<file path="src/rtl/alu_pkg.sv">
// Shared definitions for the ALU arbiter: function codes, FSM state type and
// the legal-code decode used to flag reserved ALU operations.
// Imported by alu_arbiter; rr_arbiter is kept generic and does not need it.
package alu_pkg;

  localparam logic [3:0] ADD = 4'b0010;
  localparam logic [3:0] SUB = 4'b0110;
  localparam logic [3:0] AND = 4'b0000;
  localparam logic [3:0] OR  = 4'b0001;
  localparam logic [3:0] SLL = 4'b1000;
  localparam logic [3:0] SRL = 4'b1001;

  typedef enum logic [1:0] {
    IDLE = 2'd0,
    EXEC = 2'd1,
    RESP = 2'd2
  } alu_arb_state_e;

  // True for the six function codes the ALU implements; everything else is
  // reserved and still forwarded, but reported back as illegal.
  function automatic logic is_legal_ctrl(input logic [3:0] ctrl);
    logic legal;
    legal = 1'b0;
    case (ctrl)
      ADD, SUB, AND, OR, SLL, SRL: legal = 1'b1;
      default:                     legal = 1'b0;
    endcase
    return legal;
  endfunction

endpackage

</file>
<file path="src/rtl/rr_arbiter.sv">
// Round-robin priority rotate: first set req bit at or above ptr, wrapping.
// Latency: purely combinational, grant valid in the same cycle as req.
// Backpressure: en=0 suppresses all grants; the caller owns the pointer.
//
// Ports:
//   req        request vector, one bit per requester
//   ptr        highest-priority index (must be < NUM_REQ)
//   en         grant enable
//   grant      one-hot grant (all zero when en=0 or no request)
//   grant_idx  binary index of the granted requester
//   any        a grant was issued
module rr_arbiter #(
  parameter int NUM_REQ = 4
) (
  input  logic [NUM_REQ-1:0]         req,
  input  logic [$clog2(NUM_REQ)-1:0] ptr,
  input  logic                       en,
  output logic [NUM_REQ-1:0]         grant,
  output logic [$clog2(NUM_REQ)-1:0] grant_idx,
  output logic                       any
);

  localparam int IDX_W = $clog2(NUM_REQ);

  // One extra bit so ptr+i never overflows before the wrap subtraction;
  // this also keeps non-power-of-2 NUM_REQ wrapping at NUM_REQ-1 -> 0.
  logic [IDX_W:0] pos;
  logic           found;

  always_comb begin
    grant     = '0;
    grant_idx = '0;
    found     = 1'b0;
    pos       = '0;
    for (int i = 0; i < NUM_REQ; i++) begin
      pos = {1'b0, ptr} + (IDX_W+1)'(i);
      if (pos >= (IDX_W+1)'(NUM_REQ)) begin
        pos = pos - (IDX_W+1)'(NUM_REQ);
      end
      if (en && !found && req[pos[IDX_W-1:0]]) begin
        found                  = 1'b1;
        grant[pos[IDX_W-1:0]]  = 1'b1;
        grant_idx              = pos[IDX_W-1:0];
      end
    end
  end

  assign any = found;

endmodule

</file>
<file path="src/rtl/alu_arbiter.sv">
// Shares one combinational ALU between NUM_REQ requesters, round-robin.
// Latency: grant -> rsp_valid 2 cycles; at most one op per 3 cycles.
// Backpressure: response held until rsp_ready; no new grants meanwhile.
//
// Ports:
//   clk, rst_n                 clock, synchronous active-low reset
//   req_valid / req_ready      per-requester request, one-hot accept pulse
//   req_i_1, req_i_2           packed operands, requester k at [k*DATA_WIDTH +: DATA_WIDTH]
//   req_alu_ctrl               packed function codes, requester k at [k*ALU_CTRL_WIDTH +: ALU_CTRL_WIDTH]
//   alu_i_1, alu_i_2, alu_ctrl registered operands/control to the ALU
//   alu_o, alu_*_flag          ALU result and flags
//   rsp_valid / rsp_ready      response handshake
//   rsp_id, rsp_o, rsp_*       originating requester, captured result and flags
//   rsp_illegal                function code was not one the ALU implements
module alu_arbiter
  import alu_pkg::*;
#(
  parameter int NUM_REQ        = 4,
  parameter int DATA_WIDTH     = 32,
  parameter int ALU_CTRL_WIDTH = 4
) (
  input  logic                                clk,
  input  logic                                rst_n,
  input  logic [NUM_REQ-1:0]                  req_valid,
  output logic [NUM_REQ-1:0]                  req_ready,
  input  logic [NUM_REQ*DATA_WIDTH-1:0]       req_i_1,
  input  logic [NUM_REQ*DATA_WIDTH-1:0]       req_i_2,
  input  logic [NUM_REQ*ALU_CTRL_WIDTH-1:0]   req_alu_ctrl,
  output logic [DATA_WIDTH-1:0]               alu_i_1,
  output logic [DATA_WIDTH-1:0]               alu_i_2,
  output logic [ALU_CTRL_WIDTH-1:0]           alu_ctrl,
  input  logic [DATA_WIDTH-1:0]               alu_o,
  input  logic                                alu_zero_flag,
  input  logic                                alu_overflow_flag,
  input  logic                                alu_exception_flag,
  output logic                                rsp_valid,
  input  logic                                rsp_ready,
  output logic [$clog2(NUM_REQ)-1:0]          rsp_id,
  output logic [DATA_WIDTH-1:0]               rsp_o,
  output logic                                rsp_zero_flag,
  output logic                                rsp_overflow_flag,
  output logic                                rsp_exception_flag,
  output logic                                rsp_illegal
);

  localparam int IDX_W = $clog2(NUM_REQ);

  alu_arb_state_e            state;
  logic [IDX_W-1:0]          ptr;
  logic [IDX_W-1:0]          id_q;
  logic [NUM_REQ-1:0]        grant;
  logic [IDX_W-1:0]          grant_idx;
  logic                      grant_any;
  logic                      arb_en;
  logic [DATA_WIDTH-1:0]     sel_i_1;
  logic [DATA_WIDTH-1:0]     sel_i_2;
  logic [ALU_CTRL_WIDTH-1:0] sel_ctrl;

  // Grants are also held off while reset is asserted: the accept pulse would
  // otherwise tell a requester its op was taken just before it is dropped.
  assign arb_en = rst_n && (state == IDLE);

  rr_arbiter #(
    .NUM_REQ (NUM_REQ)
  ) u_rr_arbiter (
    .req       (req_valid),
    .ptr       (ptr),
    .en        (arb_en),
    .grant     (grant),
    .grant_idx (grant_idx),
    .any       (grant_any)
  );

  assign req_ready = grant;

  // One-hot operand mux driven by the grant vector (constant slice bases).
  always_comb begin
    sel_i_1  = '0;
    sel_i_2  = '0;
    sel_ctrl = '0;
    for (int k = 0; k < NUM_REQ; k++) begin
      if (grant[k]) begin
        sel_i_1  = req_i_1[k*DATA_WIDTH +: DATA_WIDTH];
        sel_i_2  = req_i_2[k*DATA_WIDTH +: DATA_WIDTH];
        sel_ctrl = req_alu_ctrl[k*ALU_CTRL_WIDTH +: ALU_CTRL_WIDTH];
      end
    end
  end

  always_ff @(posedge clk) begin
    if (!rst_n) begin
      state              <= IDLE;
      ptr                <= '0;
      id_q               <= '0;
      alu_i_1            <= '0;
      alu_i_2            <= '0;
      alu_ctrl           <= '0;
      rsp_valid          <= 1'b0;
      rsp_id             <= '0;
      rsp_o              <= '0;
      rsp_zero_flag      <= 1'b0;
      rsp_overflow_flag  <= 1'b0;
      rsp_exception_flag <= 1'b0;
      rsp_illegal        <= 1'b0;
    end else begin
      case (state)
        IDLE: begin
          if (grant_any) begin
            alu_i_1  <= sel_i_1;
            alu_i_2  <= sel_i_2;
            alu_ctrl <= sel_ctrl;
            id_q     <= grant_idx;
            ptr      <= (grant_idx == IDX_W'(NUM_REQ-1)) ? '0 : grant_idx + IDX_W'(1);
            state    <= EXEC;
          end
        end
        EXEC: begin
          // alu_* have been stable for a full cycle; sample the ALU here.
          rsp_o              <= alu_o;
          rsp_zero_flag      <= alu_zero_flag;
          rsp_overflow_flag  <= alu_overflow_flag;
          rsp_exception_flag <= alu_exception_flag;
          rsp_illegal        <= !is_legal_ctrl(alu_ctrl);
          rsp_id             <= id_q;
          rsp_valid          <= 1'b1;
          state              <= RESP;
        end
        RESP: begin
          if (rsp_ready) begin
            rsp_valid <= 1'b0;
            state     <= IDLE;
          end
        end
        default: begin
          rsp_valid <= 1'b0;
          state     <= IDLE;
        end
      endcase
    end
  end

endmodule

</file>
<file path="config.mk">
export PLATFORM = sky130hd
export DESIGN_NAME = alu_arbiter
export DESIGN_NICKNAME = d
export VERILOG_FILES = /design/src/rtl/alu_pkg.sv /design/src/rtl/rr_arbiter.sv /design/src/rtl/alu_arbiter.sv
export SDC_FILE = /design/constraint.sdc
export NUM_CORES = 1
export LEC_CHECK = 0
export CAP_MARGIN = 20
export CORE_AREA = 5 5 161 163
export DETAILED_ROUTE_END_ITERATION = 16
export DIE_AREA = 0 0 166 168
export GPL_ROUTABILITY_DRIVEN = 0
export SLEW_MARGIN = 40
export SYNTH_ARGS = -nofsm -noshare
export SYNTH_HDL_FRONTEND = slang
export SYNTH_HIERARCHICAL = 1
export SYNTH_SLANG_ARGS = --single-unit
</file>
<file path="constraint.sdc">
create_clock -name clk -period 7.35 [get_ports clk]
set_clock_uncertainty 0.1 [all_clocks]
set_input_delay 1.8375 -clock clk [delete_from_list [all_inputs] [get_ports clk]]
set_output_delay 1.8375 -clock clk [all_outputs]
set_load 0.03 [all_outputs]
</file>
==> results.toml, run 1 <==
[cells_and_area]
n_fill_cell = 2381
layout_commonest_cell = "clkdlybuf4s50_1"
multi_input_comb_area_mm2 = 0.00388
drive_gt1_share_pct = 4.91
area_growth_pct = 76.0
seq_area_mm2 = 0.00226
fin_cells = 1586
final_cell_mix = "clkdlybuf4s50_1 (419), a21oi_1 (208), dfxtp_1 (113), nand2_1 (92)"
fin_nets = 1573
diodes = 0
finalInstanceArea_mm2 = 0.0118

[worst_setup_path]
critical_path_required_ps = 5410
worstPathArrival_ps = 3790
crit_type = "input pin to primary output"
start_kind = "input pin"
path_max_fanout = 8
cp-end-kind = "primary output"

[sta]
post-route-period-util_pct = 78.0
fmaxAchievable_mhz = 175
fin_crit_ps = 5730
drv_slew = 0
relSlewSlack_pct = 46.3
final_hold_viol_count = 0
fin_setup_tns_ps = 0
setup_viol = 0
worst_pin_slew_ps = 805
grt_setup_unrepaired = "false"

[pwr]
power_density_mw_per_mm2 = 236
ir_drop_mv = 0.0962
p_leak_nw = 4.39

[routing]
vias = 8181
viasPerCell = 5.16
drc = 0
drt-total-wl_um = 31400
detail_route.wl_per_cell_um = 19.8
first_pass_iters = 5
final_antenna_net_count = 0
drt_iter0_markers = 491

[global_routing]
grt_usage_pct = 21.2
grt_pass1_vias = 8096
grt_max_degree = 114
grt_antenna_before_repair = 0
grt_overflow = 0
grt_pass1_wl_um = 47500

[clocking]
clockBufferDepth = 2
worstSkewPairLatency_ps = 410
htreeDepth = 4
cts_sinks = 113
cts_root_buf = "clkbuf_16"
postCtsResizedCells = 0
cts_hold_buf = 0
postCtsSetupRepairBufs = 0
cts_buffers = 17
cts_tree = "built"
clk_pin_slew_ps = 50

[synth]
synth-edff-count = 0
yosysSeqAreaShare_pct = 33.7
syn-instance-count = 884
synth_ff_type = "dfxtp_1"
avgSynthCellArea_um2 = 7.60
yosys_register_bits = 113
syn_nets = 1207
synth-async-reset-ratio_pct = 0
synthDistinctLibCells = 40
yosys_warnings = 6
synth.cell_area_mm2 = 0.00672

[floorplanning]
dieArea_mm2 = 0.0279
dieHeight_um = 168
pin_count = 425
initial_core_util_pct = 27.8
die_w_um = 166
core_area_mm2 = 0.0242
rows = 57

[run]
cap_viol_max_count = 0

[placement]
hpwlAfterDp_um = 22200
portBuffers = 424
placedCellCount = 1554
postPlaceCellArea_mm2 = 0.0112

[min_path]
hold_class = "flop to flop"

[status]
status = "finished, final reports clean"
[worst paths after layout]
path,start,end,slack (ps),cells after the start
setup / recovery,req_valid[2],req_ready[0],1620,6
hold / removal,rsp_illegal,rsp_illegal,350,2
setup reg to reg,ptr[0],alu_i_1[5],2620,11
hold reg to reg,rsp_illegal,rsp_illegal,350,2
[flip-flops by register name, summed over array words and instances, names as in the netlist, 2 cells and up]
name / flops
rsp_o: 32
rsp_id: 2
ptr: 2
alu_i_2: 32
state: 2
id_q: 2
alu_i_1: 32
alu_ctrl: 4
[worst max-delay path: stages]
cell,delay (ps)
clkdlybuf4s50_1,520
mux4_2,630
or2_4,300
o21ai_2,200
o2bb2ai_4,120
buf_4,180
[layout make-up]
| cell class | count | share of cell area [%] |
|---|---|---|
| tap | 324 | 3.43 |
| timing repair buffer | 440 | 37.2 |
| sequential | 113 | 19.1 |
| multi-input combinational | 605 | 32.8 |
| clock buffer | 21 | 3.81 |
| clock inverter | 10 | 1.35 |
| inverter | 73 | 2.32 |
[metal layers]
| metal | part of all wire [%] | track usage (%) |
|---|---|---|
| met1 | 40 | 25.2 |
| met3 | 8.4 | 6.71 |
| met2 | 49 | 36.8 |
| met5 | 0 | 0 |
| met4 | 2.4 | 6.46 |
[power by group]
part	switching (mW)	internal, mW
combinational	0.621	0.544
sequential	0.0530	0.699
clock	0.306	0.574
total	0.980	1.82
[synthesized netlist by cell type (6+ instances only)]
cell type  number  area share, %
a221o_1        68             10
o21ai_0        73            5.4
buf_2          21            1.6
clkbuf_1       67            3.7
nand3b_1       69            7.7
ha_1            9            1.7
inv_1          73            4.1
nand2_1        92            5.1
a21oi_1       208             15
a21boi_0       40            4.5
dfxtp_1       113             34
mux2i_1         6           0.89
[cell families (layout without fill, tap and decap cells)]
family | after synthesis | in the layout | share of synthesized area, %
flip-flops | 113 | 113 | 33.7
adder cells (fa/ha/maj) | 9 | 9 | 1.68
AO/OA/AOI/OAI | 405 | 405 | 37.5
multiplexers | 11 | 11 | 2.51
AND/OR/NAND/NOR | 180 | 180 | 14.7
buffers and inverters | 166 | 544 | 10.0
[per-stage QoR]
| step | utilization [%] | hold WS [ps] | worst slack (ps) | total power, mW |
|---|---|---|---|---|
| 2_1_floorplan | - | 341 | 1730 | 1.42 |
| 3_3_place_gp | 46.1 | 346 | 1640 | 1.91 |
| 3_5_place_dp | 46.3 | 352 | 1620 | 1.92 |
| 4_1_cts | 48.8 | 360 | 1620 | 2.82 |
| 5_1_grt | 48.9 | 378 | 1540 | 2.94 |
| 6_report | 48.9 | 354 | 1620 | 2.80 |
No activity file was read; power rests on OpenSTA's default activity.
==> run 2, diff against run 1 <==
--- a/config.mk
+++ b/config.mk
@@ -6,10 +6,12 @@
 export NUM_CORES = 1
 export LEC_CHECK = 0
 export CAP_MARGIN = 20
-export CORE_AREA = 5 5 161 163
+export CORE_ASPECT_RATIO = 0.5
+export CORE_MARGIN = 5
+export CORE_UTILIZATION = 34
 export DETAILED_ROUTE_END_ITERATION = 16
-export DIE_AREA = 0 0 166 168
 export GPL_ROUTABILITY_DRIVEN = 0
+export PLACE_DENSITY = 0.78
 export SLEW_MARGIN = 40
 export SYNTH_ARGS = -nofsm -noshare
 export SYNTH_HDL_FRONTEND = slang
==> constraint.sdc (replaced) <==
create_clock -name clk -period 5.1 [get_ports clk]
set_clock_uncertainty 0.1 [all_clocks]
set_input_delay 1.275 -clock clk [delete_from_list [all_inputs] [get_ports clk]]
set_output_delay 1.275 -clock clk [all_outputs]
set_load 0.03 [all_outputs]
==> run 2 against run 1 <==
First-iteration DRC count rose by 53%. Count of clock-buffer cells in the layout decreased by 2. Register-to-register slack got worse by 1900 ps. Hold slack worse by 0.57 ps. Cell area decreased by 0.99%. Non-clock buffer count decreased by 3. Critical path depth up 1. Final cell count shrank 3.8%. Sequential power is 44% higher. Via count is 0.93% higher. Combinational power rose by 46%. Critical path type is now flop to primary output. Largest cell class unchanged. Largest power group unchanged. Highest routed layer unchanged.
==> results.toml, run 2 (synthesis results as in run 1) <==
[worst_setup_path]
start_kind = "flop"
startpoint = "ptr[1]"
reg2reg_from = "ptr[1]"
cp-end-kind = "primary output"
critical_path_required_ps = 3720
worstPathArrival_ps = 3490
crit_type = "flop to primary output"
path_max_fanout = 11

[floorplanning]
dieHeight_um = 109
core_area_mm2 = 0.0195
initial_core_util_pct = 34.5
die_w_um = 209
dieArea_mm2 = 0.0229
rows = 36
pin_count = 425

[min_path]
min_from = "rsp_illegal"
hold_class = "flop to flop"

[pwr]
power_frac_comb_pct = 42.9
internal-power_mw = 2.49
p_leak_nw = 4.34
clkPwrFrac_pct = 29.8
p_sw_mw = 1.44
seqPwrFrac_pct = 27.4
ir_drop_mv = 0.196
power_density_mw_per_mm2 = 336
p_sw_share_pct = 36.6

[run]
cap_viol_max_count = 0

[cells_and_area]
diodes = 0
fin_nets = 1570
drive_gt1_share_pct = 4.92
area_growth_pct = 74.3
top_regs = "alu_i_1: 32 flops, alu_i_2: 32 flops, rsp_o: 32 flops"
final_cell_mix = "clkdlybuf4s50_1 (419), a21oi_1 (208), dfxtp_1 (113), nand2_1 (92)"
n_fill_cell = 1715
layout_commonest_cell = "clkdlybuf4s50_1"
fin_util_pct = 60.2

[routing]
detail_route.wl_per_cell_um = 19.1
final_antenna_net_count = 0
drc = 0
first_pass_iters = 5
drt_iter0_markers = 749
vias = 8257
drt-total-wl_um = 29200
viasPerCell = 5.41

[clocking]
cts_buffers = 17
postCtsSetupRepairBufs = 0
clk_pin_slew_ps = 60
worstSkewPairLatency_ps = 400
cts_root_buf = "clkbuf_16"
cts_tree = "built"
htreeDepth = 4
cts_sinks = 113
postCtsResizedCells = 0
clockBufferDepth = 2
cts_hold_buf = 0

[global_routing]
grt_antenna_before_repair = 0
grt_usage_pct = 23.7
grt_pass1_wl_um = 43400
grt_pass1_vias = 7922
grt_overflow = 0
grt_max_degree = 137

[sta]
grt_setup_unrepaired = "false"
final_hold_viol_count = 0
post-route-period-util_pct = 95.5
fin_setup_tns_ps = 0
fmaxAchievable_mhz = 205
worst_pin_slew_ps = 838
setup_viol = 0
relSlewSlack_pct = 44.1
drv_slew = 0
fin_crit_ps = 4870

[placement]
hpwlAfterDp_um = 20900
portBuffers = 424

[status]
status = "finished, final reports clean"
[run 2: cell count changes in the layout (fill, tap and decap cells not counted), moves of 2 or more]
cell,change
inv_6,+4
buf_4,-4
clkinv_2,-3
buf_6,-2
clkbuf_1,-3
buf_12,+2
clkinvlp_4,+5
bufinv_16,-3
[run 2: stage by stage]
stage / cells / area (µm²) / hold slack [ps] / total power [mW] / setup slack (ps)
after floorplan: 884 / 6720 / 341 / 2.05 / 610
after global placement: 1494 / 11100 / 343 / 2.74 / 524
after detailed placement: 1494 / 11100 / 350 / 2.77 / 424
after CTS: 1526 / 11700 / 356 / 3.96 / 336
after global routing: 1526 / 11700 / 388 / 4.14 / 179
final: 1526 / 11700 / 354 / 3.93 / 231
[run 2: power groups by stage]
| stage | Combinational (mW) | Sequential (mW) | Clock (mW) |
|---|---|---|---|
| floorplan | 0.733 | 1.31 | 0 |
| global placement | 1.65 | 1.09 | 0 |
| detailed placement | 1.67 | 1.09 | 0 |
| CTS | 1.68 | 1.08 | 1.20 |
| global route | 1.80 | 1.09 | 1.25 |
| finish | 1.69 | 1.08 | 1.17 |
[run 2: path summary, 6_finish.rpt]
path / to / slack (ps) / depth (start not counted)
hold reg to reg: rsp_illegal / 350 / 2
setup reg to reg: alu_i_2[27] / 710 / 10
hold / removal: rsp_illegal / 350 / 2
setup / recovery: req_ready[3] / 230 / 7
[run 2: final cells by class]
cell class / instances / area, µm² / share of cell area (%)
clock buffer: 19 / 453 / 3.87
clock inverter: 13 / 128 / 1.09
inverter: 73 / 274 / 2.34
multi-input combinational: 605 / 3870 / 33.0
sequential: 113 / 2260 / 19.3
tap: 266 / 333 / 2.84
timing repair buffer: 437 / 4390 / 37.5
[run 2: worst max-delay path: stages, from the launching register on]
cell	delay [ps]
dfxtp_1	590
inv_1	250
ha_1	530
mux2_2	390
nor4b_1	630
o21ai_2	280
o2bb2ai_4	240
buf_4	200
[run 2: per-layer routing]
metal | wire, µm | share of wire, % | vias up | GRT usage, %
met2 | 14700 | 51 | 338 | 41.5
li1 | - | - | 3908 | -
met5 | 0 | 0 | - | 0
met3 | 1580 | 5.4 | 62 | 4.68
met1 | 12000 | 41 | 3949 | 29.5
met4 | 884 | 3.0 | 0 | 8.42
==> run 3, diff against run 2 <==
--- a/config.mk
+++ b/config.mk
@@ -5,7 +5,6 @@
 export SDC_FILE = /design/constraint.sdc
 export NUM_CORES = 1
 export LEC_CHECK = 0
-export CAP_MARGIN = 20
 export CORE_ASPECT_RATIO = 0.5
 export CORE_MARGIN = 5
 export CORE_UTILIZATION = 34
==> results of run 3 <==
Final layout, timing and power as in run 2 (identical DEF).
